===== config.mk =====
export PLATFORM = sky130hd
export DESIGN_NAME = digital_tube_scan_controller
export DESIGN_NICKNAME = d
export VERILOG_FILES = /design/src/rtl/digital_tube_scan_controller.sv
export SDC_FILE = /design/constraint.sdc
export NUM_CORES = 1
export LEC_CHECK = 0
export ABC_AREA = 1
export CAP_MARGIN = 20
export CORE_ASPECT_RATIO = 0.7
export CORE_UTILIZATION = 30
export CTS_CLUSTER_DIAMETER = 50
export DETAILED_ROUTE_END_ITERATION = 6
export REMOVE_ABC_BUFFERS = 1
export SETUP_SLACK_MARGIN = 0.3
export SYNTH_ARGS = -nofsm -noshare
export SYNTH_HDL_FRONTEND = slang
export SYNTH_SLANG_ARGS = --single-unit
export TNS_END_PERCENT = 5

===== constraint.sdc =====
create_clock -name clk -period 2.9 [get_ports clk]
set_input_delay 0.29 -clock clk [delete_from_list [all_inputs] [get_ports clk]]
set_output_delay 0.29 -clock clk [all_outputs]
set_load 0.1 [all_outputs]

===== src/rtl/digital_tube_scan_controller.sv =====
// rtl/digital_tube_scan_controller.sv - eight-digit seven-segment tube scan controller with double-buffered frames
//
// Purpose:
//   Time-multiplexes eight digit segment codes onto one segment bus.
//   Each digit slot is BLANK_CYCLES dark cycles followed by DWELL_CYCLES lit cycles.
//   Frames go into a shadow buffer through a valid/ready handshake.
//   The shadow buffer is copied to the displayed (active) buffer only at a scan boundary,
//   so a scan never shows a mix of two frames.
//
// Optional feature macro: SCAN_BRIGHTNESS_EN
//   When defined, adds the 3-bit input bright.
//   codeout is then lit only for the first ((bright+1)*DWELL_CYCLES)/8 cycles of each slot.
//
// Parameters:
//   DWELL_CYCLES  lit cycles per digit slot (8 or more)
//   BLANK_CYCLES  dark cycles ahead of each digit slot (1 or more)
//
// Ports:
//   clk          clock; all state updates on the rising edge
//   rst          synchronous active-high reset
//   frame_data   eight segment codes; digit i occupies bits [8i+7:8i]
//   frame_valid  frame_data is offered
//   frame_ready  shadow buffer is free (registered)
//   digit_en     per-digit enable mask, sampled live
//   bright       brightness level, sampled on SHOW entry (SCAN_BRIGHTNESS_EN only)
//   codeout      segment code of the current digit, active-high (registered)
//   seg          one-hot digit select, active-high (registered)
//   scan_wrap    one-cycle pulse with the last cycle of digit 7 (registered)

module digital_tube_scan_controller #(
    parameter int DWELL_CYCLES = 50000,
    parameter int BLANK_CYCLES = 1000
) (
    input  logic        clk,
    input  logic        rst,
    input  logic [63:0] frame_data,
    input  logic        frame_valid,
    output logic        frame_ready,
    input  logic [7:0]  digit_en,
`ifdef SCAN_BRIGHTNESS_EN
    input  logic [2:0]  bright,
`endif
    output logic [7:0]  codeout,
    output logic [7:0]  seg,
    output logic        scan_wrap
);

    // The phase counter is shared by BLANK and SHOW.
    // It never exceeds the longer of the two periods minus one.
    localparam int MAX_CYCLES = (DWELL_CYCLES > BLANK_CYCLES) ? DWELL_CYCLES : BLANK_CYCLES;
    localparam int PW         = (MAX_CYCLES > 1) ? $clog2(MAX_CYCLES) : 1;

    localparam logic [PW-1:0] DWELL_LAST = PW'(DWELL_CYCLES - 1);
    localparam logic [PW-1:0] BLANK_LAST = PW'(BLANK_CYCLES - 1);

    typedef enum logic [1:0] {
        ST_IDLE  = 2'd0,
        ST_BLANK = 2'd1,
        ST_SHOW  = 2'd2
    } state_t;

    state_t        r_state;
    state_t        w_state_next;
    logic [PW-1:0] r_phase;
    logic [PW-1:0] w_phase_next;
    logic [2:0]    r_idx;
    logic [2:0]    w_idx_next;

    logic          r_pending;
    logic          w_pending_next;
    logic [63:0]   r_shadow;
    logic [63:0]   r_active;

    logic          r_frame_ready;
    logic [7:0]    r_codeout;
    logic [7:0]    r_seg;
    logic          r_scan_wrap;

    logic          w_accept;
    logic          w_load;
    logic          w_scan_end;
    logic          w_lit;
    logic          w_code_window;
    logic [7:0]    w_cur_code;
    logic [7:0]    w_seg_next;
    logic [7:0]    w_code_next;

`ifdef SCAN_BRIGHTNESS_EN
    logic [2:0]    r_bright;
    logic [31:0]   w_bright_limit;
`endif

    // ------------------------------------------------------------------
    // Frame handshake
    // ------------------------------------------------------------------
    // frame_ready is held equal to !pending.
    // Acceptance is therefore only possible while nothing is waiting in the
    // shadow buffer, and a load never coincides with an acceptance.
    assign w_accept       = frame_valid && r_frame_ready;
    assign w_pending_next = (r_pending && !w_load) || w_accept;

    // ------------------------------------------------------------------
    // Next-state logic
    // ------------------------------------------------------------------
    always_comb begin
        w_state_next = r_state;
        w_phase_next = r_phase;
        w_idx_next   = r_idx;
        w_load       = 1'b0;
        w_scan_end   = 1'b0;

        case (r_state)
            ST_IDLE: begin
                if (r_pending) begin
                    w_load       = 1'b1;
                    w_idx_next   = 3'd0;
                    w_phase_next = '0;
                    w_state_next = ST_BLANK;
                end
            end

            ST_BLANK: begin
                if (r_phase == BLANK_LAST) begin
                    w_phase_next = '0;
                    w_state_next = ST_SHOW;
                end else begin
                    w_phase_next = r_phase + 1'b1;
                end
            end

            ST_SHOW: begin
                if (r_phase == DWELL_LAST) begin
                    w_phase_next = '0;
                    w_state_next = ST_BLANK;
                    // The index wraps 7 -> 0 through the natural 3-bit overflow.
                    w_idx_next   = r_idx + 1'b1;
                    if (r_idx == 3'd7) begin
                        w_scan_end = 1'b1;
                        // The scan boundary is the only point where a waiting
                        // frame may replace the displayed one.
                        w_load     = r_pending;
                    end
                end else begin
                    w_phase_next = r_phase + 1'b1;
                end
            end

            default: begin
                w_state_next = ST_IDLE;
            end
        endcase
    end

    // ------------------------------------------------------------------
    // Output decode
    // ------------------------------------------------------------------
    // These values are registered below, so the pins show the current
    // state one cycle late. That delay is also what lines scan_wrap up
    // with the final lit cycle of digit 7.
    assign w_lit      = (r_state == ST_SHOW) && digit_en[r_idx];
    assign w_cur_code = r_active[{r_idx, 3'b000} +: 8];

`ifdef SCAN_BRIGHTNESS_EN
    assign w_bright_limit = (({29'd0, r_bright} + 32'd1) * 32'(DWELL_CYCLES)) >> 3;
    assign w_code_window  = ({{(32-PW){1'b0}}, r_phase} < w_bright_limit);
`else
    assign w_code_window  = 1'b1;
`endif

    // A disabled digit keeps its slot timing and is simply dark,
    // so brightness across the digits stays uniform.
    assign w_seg_next  = w_lit ? (8'd1 << r_idx) : 8'd0;
    assign w_code_next = (w_lit && w_code_window) ? w_cur_code : 8'd0;

    // ------------------------------------------------------------------
    // State register
    // ------------------------------------------------------------------
    always_ff @(posedge clk) begin
        if (rst) begin
            r_state <= ST_IDLE;
        end else begin
            r_state <= w_state_next;
        end
    end

    // ------------------------------------------------------------------
    // Datapath and output registers
    // ------------------------------------------------------------------
    always_ff @(posedge clk) begin
        if (rst) begin
            r_phase       <= '0;
            r_idx         <= 3'd0;
            r_pending     <= 1'b0;
            r_shadow      <= 64'd0;
            r_active      <= 64'd0;
            r_frame_ready <= 1'b0;
            r_codeout     <= 8'd0;
            r_seg         <= 8'd0;
            r_scan_wrap   <= 1'b0;
        end else begin
            r_phase       <= w_phase_next;
            r_idx         <= w_idx_next;
            r_pending     <= w_pending_next;
            if (w_accept) begin
                r_shadow <= frame_data;
            end
            if (w_load) begin
                r_active <= r_shadow;
            end
            r_frame_ready <= !w_pending_next;
            r_codeout     <= w_code_next;
            r_seg         <= w_seg_next;
            r_scan_wrap   <= w_scan_end;
        end
    end

`ifdef SCAN_BRIGHTNESS_EN
    // Brightness is captured as SHOW begins, so a level change never
    // takes effect part-way through a slot.
    always_ff @(posedge clk) begin
        if (rst) begin
            r_bright <= 3'd0;
        end else if (r_state == ST_BLANK && r_phase == BLANK_LAST) begin
            r_bright <= bright;
        end
    end
`endif

    assign frame_ready = r_frame_ready;
    assign codeout     = r_codeout;
    assign seg         = r_seg;
    assign scan_wrap   = r_scan_wrap;

endmodule


==> results.yml <==
placement:
  place_hpwl_mm: 12.6
  portBuffers: 92
  dp_cells: 1388
  place.gp.congestion: 0.830
  placed_area_mm2: 0.00843
logic_synthesis:
  synth_commonest_cells: "nor2_1, dfxtp_1, nand2_1"
  synth_compound_area_share_pct: 13.4
  synth_fa_ha_area_share_pct: 1.71
  async_reset_ff_share_pct: 0
  synthCells: 1025
  netlist_top_cells_area: "dfxtp_1, nor2_1, o21ai_0"
  synth_simple_gate_area_share_pct: 30.1
  postSynthAreaPerCell_um2: 7.14
  seq_area_frac_synth_pct: 45.9
  syn_area_mm2: 0.00732
  synth_top_family_by_area: "simple AND/OR/NAND/NOR gates"
  synthFlopType: "dfxtp_1"
  netlist-cell-type-count: 30
  synthMostInstantiatedCell: "nor2_1"
  synth_top_area_share_pct: 45.9
  synth-seq-cells: 168
  synth_edf_count: 0
  synth-xor-area-share_pct: 0
  ys_warn_count: 0
  synth_top_area_cell: "dfxtp_1"
  muxShareOfSynthArea_pct: 0
final_layout:
  final_nets: 1174
  syn2layout_area_growth_pct: 23.3
  drive_above_1_share_pct: 7.44
  diodes: 0
  stdcell_count: 1420
  fill_cells: 2505
  final_core_util_pct: 37.9
  design_area_mm2: 0.00903
clock_network:
  postCtsSetupRepairBufs: 0
  ctsRootBufferMaster: "clkbuf_16"
  cts_tree: "done"
  htree_num_levels: 4
  clkTransAtPathRegs_ps: 70
  clock_path_buffers: 2
  cts_resized: 0
  clock_latency_ps: 430
  cts_buffers: 17
  hold_buffers: 0
  cts.sinks: 168
worst_setup_path:
  reg2reg_depth: 6
  cp_max_fo: 40
  endpoint_kind: "flop"
  critical_path.cell_chain: "buf_4, clkinv_1, nand2_1, nand3_1, nand4_1, o21ai_0"
  critPathSlowestCell: "clkinv_1"
  cpPeakStageDelay_ps: 470
  arrival_ps: 2450
  start_kind: "flop"
  crit_type: "flop to flop"
  required_ps: 3190
sta:
  setup_viol_count_final: 0
  max_freq_mhz: 462
  hold_viol: 0
  fin_skew_ps: 17.0
  finalSetupTns_ps: 0
  slew_headroom_pct: 37.2
  post-route-period-util_pct: 74.6
  drv_slew: 0
  worst_pin_slew_ps: 939
  rsz0062_at_grt: "no"
  period_needed_ps: 2160
routing:
  via_count: 6389
  ant_nets: 0
  met2_length_mm: 7.65
  route.met3.wl_um: 709
  viasPerCell: 4.50
  dr.pass1.iters: 5
  wl_per_cell_um: 13.0
  routed_wl_mm: 18.5
  wl_met1_mm: 10.0
  top_layer: "met4"
  drt_iter0_drc: 402
  drc: 0
grt:
  antenna_found_initial: 0
  grt_pass1_wl_mm: 30.7
  grt_usage_pct: 15.4
  grt_max_degree: 66
  grt_pass1_vias: 6038
  grt-ovfl-total: 0
pwr:
  p_leak_uw: 0.00359
  p_per_area_mw_per_mm2: 750
  vdd_drop_max_v: 0.000474
hold_path:
  hold_class: "flop to flop"
  holdPathStages: 2
job:
  cap_violations: 0
status:
  outcome: "finished, final reports clean"
floorplan:
  core_mm2: 0.0238
  die_area_mm2: 0.0250
  rows: 47
  die_x_um: 189
  initial_core_util_pct: 30.7
  fp.dieH_um: 133
  design.portCount: 93
-- worst max-delay path, delay by kind of cell, from the launching register on --
kind | cells | cell delay [ps]
buffers and inverters | 2 | 820
AOI/OAI and AO/OA | 1 | 180
DFF | 1 | 340
and+or+nand+nor | 3 | 680
-- per-stage QoR --
| step | setup WS (ps) | total power, uW | hold WS [ps] |
|---|---|---|---|
| 6_report | 737 | 6770 | 460 |
| 5_1_grt | 457 | 7190 | 482 |
| 4_1_cts | 717 | 6830 | 458 |
| 3_5_place_dp | 723 | 4500 | 448 |
| 3_3_place_gp | 781 | 4490 | 442 |
| 2_1_floorplan | -697 | 3900 | 359 |
-- cell families after synthesis --
kind of cell | count (synthesis)
AND/OR/NAND/NOR | 516
AO/OA/AOI/OAI | 186
flip-flops | 168
buffers and inverters | 145
adder cells (fa/ha/maj) | 10
-- area by class of cell --
type	instances	area, um^2	share of cell area (%)
sequential	168	3360	37.3
multi-input combinational	712	3320	36.8
timing repair buffer	107	1040	11.5
clock buffer	18	429	4.75
tap	318	398	4.41
inverter	83	313	3.47
clock inverter	14	166	1.84
-- where the power goes --
part           internal [uW]  total [uW]  switching [uW]
clock                   1290        2310            1010
combinational            587        1810            1220
sequential              2530        2650             118
-- flip-flops by register name, summed over array words and instances, names as in the netlist, 2 cells and up --
| register | cells |
|---|---|
| r_shadow | 64 |
| r_active | 64 |
| r_idx | 3 |
| seg | 8 |
| r_state | 2 |
| r_phase | 16 |
| codeout | 8 |
-- worst paths after layout --
kind / start / end / slack, ps
worst min-delay path: r_shadow[5]$_SDFFE_PP0P_ / r_shadow[5]$_SDFFE_PP0P_ / 460
worst max-delay path: r_idx[0]$_SDFFE_PP0P_ / codeout[0]$_SDFF_PP0_ / 740
worst max register to register: r_idx[0]$_SDFFE_PP0P_ / codeout[0]$_SDFF_PP0_ / 740
worst min register to register: r_shadow[5]$_SDFFE_PP0P_ / r_shadow[5]$_SDFFE_PP0P_ / 460
-- routing by layer --
metal	vias to the layer above	track usage [%]
met2	115	23.0
met4	0	3.49
met1	2850	22.4
met5	-	0
li1	3417	-
met3	7	3.18
-- layout by cell type, fill, tap and decap left out --
cell / synthesis / final
a21o_1: 1 / 1
a21oi_1: 51 / 51
a22oi_1: 2 / 2
a31oi_2: 1 / 1
buf_12: 0 / 4
buf_4: 1 / 29
bufinv_16: 0 / 2
clkbuf_1: 36 / 1
clkbuf_16: 0 / 17
clkdlybuf4s50_1: 0 / 74
clkinv_1: 2 / 2
clkinv_2: 0 / 3
clkinv_4: 0 / 1
clkinv_8: 0 / 1
clkinvlp_4: 0 / 3
dfxtp_1: 168 / 168
ha_1: 10 / 10
inv_1: 77 / 76
inv_2: 4 / 4
inv_6: 0 / 3
inv_8: 0 / 2
nand2_1: 135 / 134
nand2_2: 4 / 5
nand2_4: 1 / 1
nand3_1: 60 / 60
nand3_2: 1 / 1
nand3b_1: 36 / 36
nand4_1: 6 / 6
nand4_2: 1 / 1
nor2_1: 266 / 266
nor2_2: 3 / 2
nor2_4: 0 / 1
nor3_1: 3 / 3
o21ai_0: 108 / 108
o21ai_1: 5 / 5
o21ai_4: 1 / 1
o21bai_1: 1 / 1
o22ai_1: 16 / 16
(Power assumes the default switching activity.)
